[config.mk]
export PLATFORM = sky130hd
export DESIGN_NAME = sram_ctrl
export DESIGN_NICKNAME = d
export VERILOG_FILES = /design/src/rtl/sram_ctrl.sv
export SDC_FILE = /design/constraint.sdc
export NUM_CORES = 1
export LEC_CHECK = 0
export ABC_AREA = 1
export CAP_MARGIN = 10
export CORE_ASPECT_RATIO = 0.8
export CORE_MARGIN = 10
export CORE_UTILIZATION = 37
export CTS_BUF_LIST = sky130_fd_sc_hd__clkbuf_16
export DETAILED_ROUTE_END_ITERATION = 16
export HOLD_SLACK_MARGIN = 0.06
export PLACE_DENSITY = 0.78
export SYNTH_ARGS = -nofsm -noshare
export SYNTH_HDL_FRONTEND = slang
export SYNTH_SLANG_ARGS = --single-unit
[constraint.sdc]
create_clock -name clk -period 1.2 [get_ports clk]
set_input_delay 0.12 -clock clk [delete_from_list [all_inputs] [get_ports clk]]
set_output_delay 0.12 -clock clk [all_outputs]
set_load 0.02 [all_outputs]
[src/rtl/sram_ctrl.sv]
// sram_ctrl: request/response front end for a 128x32 pulse-protocol SRAM.
// Optional SRAM_CTRL_ADDR_CHECK_EN rejects out-of-range or unaligned addresses.
module sram_ctrl (
    input  logic        clk,
    input  logic        rst,
    input  logic        req_valid,
    output logic        req_ready,
    input  logic        req_we,
    input  logic [31:0] req_addr,
    input  logic [31:0] req_wdata,
    output logic        rsp_valid,
    output logic [31:0] rsp_rdata,
    output logic        rsp_err,
    output logic [6:0]  sram_addr,
    output logic        sram_addr_ready,
    output logic        sram_read_pulse,
    output logic        sram_write_pulse,
    output logic [31:0] sram_datain,
    input  logic [31:0] sram_dataout
);

    localparam logic [2:0] S_IDLE    = 3'd0;
    localparam logic [2:0] S_SETUP   = 3'd1;
    localparam logic [2:0] S_PULSE   = 3'd2;
    localparam logic [2:0] S_HOLD    = 3'd3;
    localparam logic [2:0] S_RELEASE = 3'd4;
`ifdef SRAM_CTRL_ADDR_CHECK_EN
    localparam logic [2:0] S_ERR     = 3'd5;
`endif

    logic [2:0]  state_q, state_d;
    logic        we_q, we_d;
    logic [6:0]  addr_q, addr_d;
    logic [31:0] wdata_q, wdata_d;
    logic [31:0] rdata_q, rdata_d;

    logic accept;
    logic addr_bad;
    logic active;

    // A request presented during reset must not see a ready.
    assign req_ready = (state_q == S_IDLE) && !rst;
    assign accept    = req_ready && req_valid;

`ifdef SRAM_CTRL_ADDR_CHECK_EN
    assign addr_bad = (|req_addr[31:9]) || (|req_addr[1:0]);
`else
    logic unused_addr_bits;
    assign unused_addr_bits = ^{req_addr[31:9], req_addr[1:0]};
    assign addr_bad = 1'b0;
`endif

    // Next-state and capture logic for the five-phase access sequence.
    always_comb begin
        state_d = state_q;
        we_d    = we_q;
        addr_d  = addr_q;
        wdata_d = wdata_q;
        rdata_d = rdata_q;
        unique case (state_q)
            S_IDLE: begin
                if (accept) begin
                    we_d    = req_we;
                    addr_d  = req_addr[8:2];
                    wdata_d = req_we ? req_wdata : 32'd0;
                    rdata_d = 32'd0;
`ifdef SRAM_CTRL_ADDR_CHECK_EN
                    state_d = addr_bad ? S_ERR : S_SETUP;
`else
                    state_d = S_SETUP;
`endif
                end
            end
            S_SETUP:   state_d = S_PULSE;
            S_PULSE:   state_d = S_HOLD;
            S_HOLD: begin
                rdata_d = we_q ? 32'd0 : sram_dataout;
                state_d = S_RELEASE;
            end
            S_RELEASE: state_d = S_IDLE;
`ifdef SRAM_CTRL_ADDR_CHECK_EN
            S_ERR:     state_d = S_IDLE;
`endif
            default:   state_d = S_IDLE;
        endcase
    end

    // State and captured-request registers; reset discards any access.
    always_ff @(posedge clk) begin
        if (rst) begin
            state_q <= S_IDLE;
            we_q    <= 1'b0;
            addr_q  <= 7'd0;
            wdata_q <= 32'd0;
            rdata_q <= 32'd0;
        end else begin
            state_q <= state_d;
            we_q    <= we_d;
            addr_q  <= addr_d;
            wdata_q <= wdata_d;
            rdata_q <= rdata_d;
        end
    end

    // Address and data are held from SETUP through RELEASE.
    assign active = (state_q == S_SETUP) || (state_q == S_PULSE) ||
                    (state_q == S_HOLD)  || (state_q == S_RELEASE);

    assign sram_addr        = active ? addr_q  : 7'd0;
    assign sram_datain      = active ? wdata_q : 32'd0;
    assign sram_addr_ready  = (state_q == S_SETUP) || (state_q == S_PULSE) ||
                              (state_q == S_HOLD);
    assign sram_write_pulse = (state_q == S_PULSE) && we_q;
    assign sram_read_pulse  = (state_q == S_PULSE) && !we_q;

`ifdef SRAM_CTRL_ADDR_CHECK_EN
    assign rsp_valid = (state_q == S_RELEASE) || (state_q == S_ERR);
    assign rsp_err   = (state_q == S_ERR);
`else
    assign rsp_valid = (state_q == S_RELEASE);
    assign rsp_err   = 1'b0;
`endif
    assign rsp_rdata = ((state_q == S_RELEASE) && !we_q) ? rdata_q : 32'd0;

endmodule

### After elaboration in Yosys (flattened, before gate mapping)

Index checks and enable logic that the tools add are counted.

| operators by class | value |
|---|---|
| equal/unequal tests | 5 |
| reduce and logical (&&, ||, !) cells | 14 |
| multiplexer cells | 9 |

Operator list:

| operator | number |
|---|---|
| 32-bit two-way mux | 5 |
| 32-bit one-hot mux with 2 select lines | 1 |
| 3-bit one-hot mux with 4 select lines | 1 |
| 7-bit two-way mux | 1 |
| 3-bit by 2-bit equality test with 1-bit output, second input constant | 2 |
| 1-bit logical AND | 5 |
| 2-bit AND reduction | 2 |
| 3-bit by 1-bit equality test with 1-bit output, second input constant | 1 |
| 3-bit equality test, second input constant | 1 |
| 3-bit zero test | 1 |
| 1-bit logical OR | 3 |
| 3-bit two-way mux | 1 |
| 1-bit zero test | 2 |
| 2-bit inequality test, second input constant | 1 |
| 2-bit nonzero test | 1 |

| storage, ports and cells | value |
|---|---|
| output and inout port bits | 77 |
| flip-flop bits (word level) | 75 |
| word-level logic and storage cells | 33 |
| input port bits | 100 |

### Depth between registers and ports, before layout

Gate-level depths: netlist of run 1.

| logic depth | value |
|---|---|
| depth in word-level cells | 5 |
| depth in mapped cells | 8 |
| depth with buffers taken out | 6 |

### Worst setup path after synthesis of run 1

OpenSTA, ideal clock, no wires.

| timing path | value |
|---|---|
| path kind | reg-to-output |
| start point | register state_q[0] |
| end point | output sram_datain[21] |
| data required time | 1.080 ns |
| slack | -0.224 ns |
| cell stages (with the launch flop) | 8 |
| buffers on the path | 2 |
| data arrival time | 1.304 ns |
| cell sequence | dfxtp_1 nor2_1 nand2_1 inv_2 nor2_4 buf_6 buf_6 nor2_1 |

| between the ends | value |
|---|---|
| elaborated cells on any way between the ends | 8 |
| classes of those cells | eq/ne (4); mux (1); reduce/logical (3) |

RTL lines:

| item | RTL line | RTL |
|---|---|---|
| start, declared | 31 | `logic [2:0] state_q, state_d;` |
| start signal, assigned | 97 | `state_q <= state_d;` |
| 3-bit equality test | n/a |  |
| via rsp_valid | 11 | `output logic rsp_valid,` |
| 1-bit logical OR | 107 | `(state_q == S_HOLD) \|\| (state_q == S_RELEASE);` |
| 32-bit two-way mux | 110 | `assign sram_datain = active ? wdata_q : 32'd0;` |
| end, declared | 18 | `output logic [31:0] sram_datain,` |

The timed path passes the listed nets, and every way through them passes these cells.

### Final worst setup path of run 1

| timing path | value |
|---|---|
| start point | register state_q[1] |
| end point | output sram_datain[9] |

| between the ends | value |
|---|---|
| cells in the longest elaborated chain, start to end | 5 |
| elaborated cells on any way between the ends | 8 |
| classes of those cells | eq/ne (4); mux (1); reduce/logical (3) |

RTL lines:

| item | RTL line | RTL |
|---|---|---|
| 3-bit by 1-bit equality test with 1-bit output or 3-bit by 2-bit equality test with 1-bit output (tied branches) | 106 | `assign active = (state_q == S_SETUP) \|\| (state_q == S_PULSE) \|\|` |
| 1-bit logical OR (2 in a row) | 106 |  |
| 1-bit logical OR * | 107 |  |
| 32-bit two-way mux * | 110 |  |

Mark *: on every way between the ends. The rest lies on a longest branch, timed or not.

==> flow_summary.yaml, run 1 <==
power:
  irDropWorstVdd_mv: 0.5983
  cellPowerDensity_nw_per_um2: 938.6
  p_leak_nw: 2.959
logic_synthesis:
  synth_area_sq_um: 3686
  avgSynthCellArea_sq_um: 6.467
  ys_seq_elements: 75
  synthCells: 570
  ys_warn_count: 0
  synth_top_area_share_pct: 40.73
  synth_top_cell_by_area: "dfxtp_1"
  synth_area_leaders: "dfxtp_1 41%, nand3_1 14%, inv_1 11%"
  mappedNetlistNets: 670
  synth_seq_area_share_pct: 40.73
  synth_cell_types: 18
setup_path:
  cp.arrival_ns: 1.73
  cpPeakStageDelay_ns: 0.38
  slowest_stage: "dfxtp_4"
  crit_family: "buffers and inverters"
  crit_type: "reg -> out"
  setup.worst_path.start_class: "flop"
  critPathRequiredTime_ns: 1.08
  end_kind: "output pin"
  crit_chain: "inv_2 > nand2_4 > nand2_2 > inv_2 > nor2_4 > buf_6 > buf_12 > buf_12 > nor2_2 > buf_6"
  critPathBufInv: 6
  crit_fanout: 7
cts:
  cts_buffers: 9
  insertion_delay_ns: 0.35
  cts-root-buf: "clkbuf_16"
  htree_levels: 3
  clk_pin_slew_worst_paths_ns: 0.06
  cts_tree: "done"
  clock_path_buffers: 2
  cts_hold_buf: 0
  cts.sinks: 75
floorplanning:
  die_area_sq_um: 14380
  start_util_pct: 38.04
  rows: 32
  die_height_microns: 109.3
  coreArea_sq_um: 9689
  fp.dieW_microns: 131.6
  num_io_pins: 177
timing:
  hold_viol: 0
  fin_crit_sh_pct: 154.5
  setup_slack_ns: -0.6536
  max-slew-margin-rel_pct: 22.00
  setup_viol: 150
  finClkSkew_ns: 0.006368
  drv_slew: 0
  final_period_minus_worst_setup_slack_ns: 1.854
  worst_pin_slew_ns: 1.170
  max_clock_freq_ghz: 0.5395
  rsz0062_at_grt: "yes"
layout:
  syn_to_final_growth_pct: 126.7
  drive_above_1_share_pct: 56.34
  nNetsFinal: 876
  fin_area_sq_um: 8356
  final_util_pct: 86.23
run:
  maxCapViolCount: 0
drt:
  drt-total-wl_mm: 19.92
  drt_iter0_markers: 373
  viasPerCell: 5.281
  ant_nets: 0
  dr.pass1.iters: 7
  vias: 4848
  post-route-drc-count: 0
  avgRoutedWirePerCell_microns: 21.70
min_path:
  hp-class: "in -> reg"
global_routing:
  track_usage_pct: 22.18
  grt_max_degree: 73
  grt_pass1_vias: 4963
  antenna_found_initial: 1
  grt_pass1_wl_mm: 25.89
  overflow: 0
placed_design:
  place_ws_ns: -0.5794
  portBuffers: 150
  dpl.hpwl_mm: 8.970
  gp_congestion: 0.8119
  placed_cell_area_sq_um: 5847
run_status:
  violations: "negative setup slack"
  status: "complete, but fails checks"
## repair_timing
item | 4_1_cts | 5_1_grt
endpoints found under the setup margin | 148 | 148
setup buffers | 42 | 14
endpoints found under the hold margin | 0 | 0
cloned | 15 | 5
pin swaps | 20 | 43
resized for setup | 605 | 161
## stage by stage
| stage | TNS, ns | power (mW) | cells | hold WS, ns |
|---|---|---|---|---|
| 2_1_floorplan | -2.462 | 3.298 | 570 | 0.2800 |
| 3_3_place_gp | -48.41 | 3.784 | 841 | 0.4534 |
| 3_5_place_dp | -52.40 | 3.814 | 841 | 0.4553 |
| 4_1_cts | -49.87 | 7.446 | 908 | 0.1995 |
| 5_1_grt | -75.13 | 8.019 | 918 | 0.3590 |
| 6_report | -68.47 | 7.842 | 918 | 0.3256 |
## layer usage
metal  GRT usage (%)  part of all wire [%]  wire (microns)
met5               0                     0               0
met4           12.04                   4.5             903
met3           5.147                   6.7            1338
met2           39.95                    51           10080
met1           24.15                    38            7601
## cell type report
cell class                      count  area (sq um)
Antenna cell                        1         2.502
Timing Repair Buffer              240          2888
Sequential cell                    75          1513
Multi-Input combinational cell    339          3042
Tap cell                          136         170.2
Fill cell                         447          1334
Inverter                          111         422.9
Clock inverter                      7         92.59
Clock buffer                        9         225.2
## cell usage after synthesis
cell type  count
inv_1        107
nand3_1      104
nand2_1       77
nor2_1        77
dfxtp_1       75
a21oi_1       72
buf_2         24
clkbuf_1      14
buf_4          5
nor2_4         4
inv_2          3
buf_6          2
clkinv_1       1
conb_1         1
nand2_2        1
nand3_2        1
nand4_1        1
nor3_1         1
## sequential cells by signal (all words and copies together) (netlist names)
name / cells
addr_q: 7
wdata_q: 32
we_q: 1
state_q: 3
rdata_q: 32
## placed cells by master, fill, tap and decap left out
cell / instances
inv_1: 104
buf_6: 94
nor2_4: 74
clkdlybuf4s50_1: 73
dfxtp_1: 72
a21oi_2: 62
nand2_1: 44
nand3_2: 41
buf_4: 34
nand3_1: 33
nand3_4: 31
nand2_2: 22
buf_12: 16
clkbuf_16: 14
nand2_4: 12
buf_16: 11
a21oi_1: 10
buf_8: 6
nor2_2: 5
inv_2: 4
dfxtp_4: 3
inv_4: 2
clkinv_2: 2
nor2_1: 2
bufinv_16: 2
clkinvlp_4: 2
diode_2: 1
nor3_2: 1
nand4_1: 1
conb_1: 1
clkinv_4: 1
clkinv_1: 1
buf_2: 1
## worst paths after layout
path / end / cells past startpoint / slack [ns] / startpoint
worst min register to register: wdata_q[14] / 2 / 0.46 / wdata_q[14]
worst min-delay path: state_q[0] / 6 / 0.33 / rst
worst max-delay path: sram_datain[9] / 10 / -0.65 / state_q[1]
worst max register to register: wdata_q[15] / 10 / -0.52 / state_q[2]
## power by group
group	leakage, nW	switching, mW	internal, mW	total [mW]
clock	0.149	1.13	1.81	2.95
combinational	2.20	1.17	1.10	2.27
sequential	0.609	0.0693	2.56	2.63
total	2.96	2.37	5.47	7.84
## logic make-up after synthesis
| logic type | count (synthesis) | synth area share [%] |
|---|---|---|
| simple gates | 266 | 31.77 |
| flops | 75 | 40.73 |
| other cells | 1 | 0.1017 |
| compound gates | 72 | 9.776 |
| buf+inv | 156 | 17.62 |
## worst register-to-register path: stages (launching register included)
cell and delay, ns:
dfxtp_4 0.36, buf_6 0.12, buf_6 0.11, nor2_4 0.10, inv_2 0.07, nor2_4 0.26
buf_6 0.15, buf_6 0.09, buf_8 0.13, nand3_2 0.08, a21oi_2 0.17
Power figures use the tool's default switching activity.
==> run 2, diff against run 1 <==
Settings changed: SLEW_MARGIN from default to 20.
==> results of run 2 <==
Same layout as run 1: the final DEF is identical, and so are final timing and power.
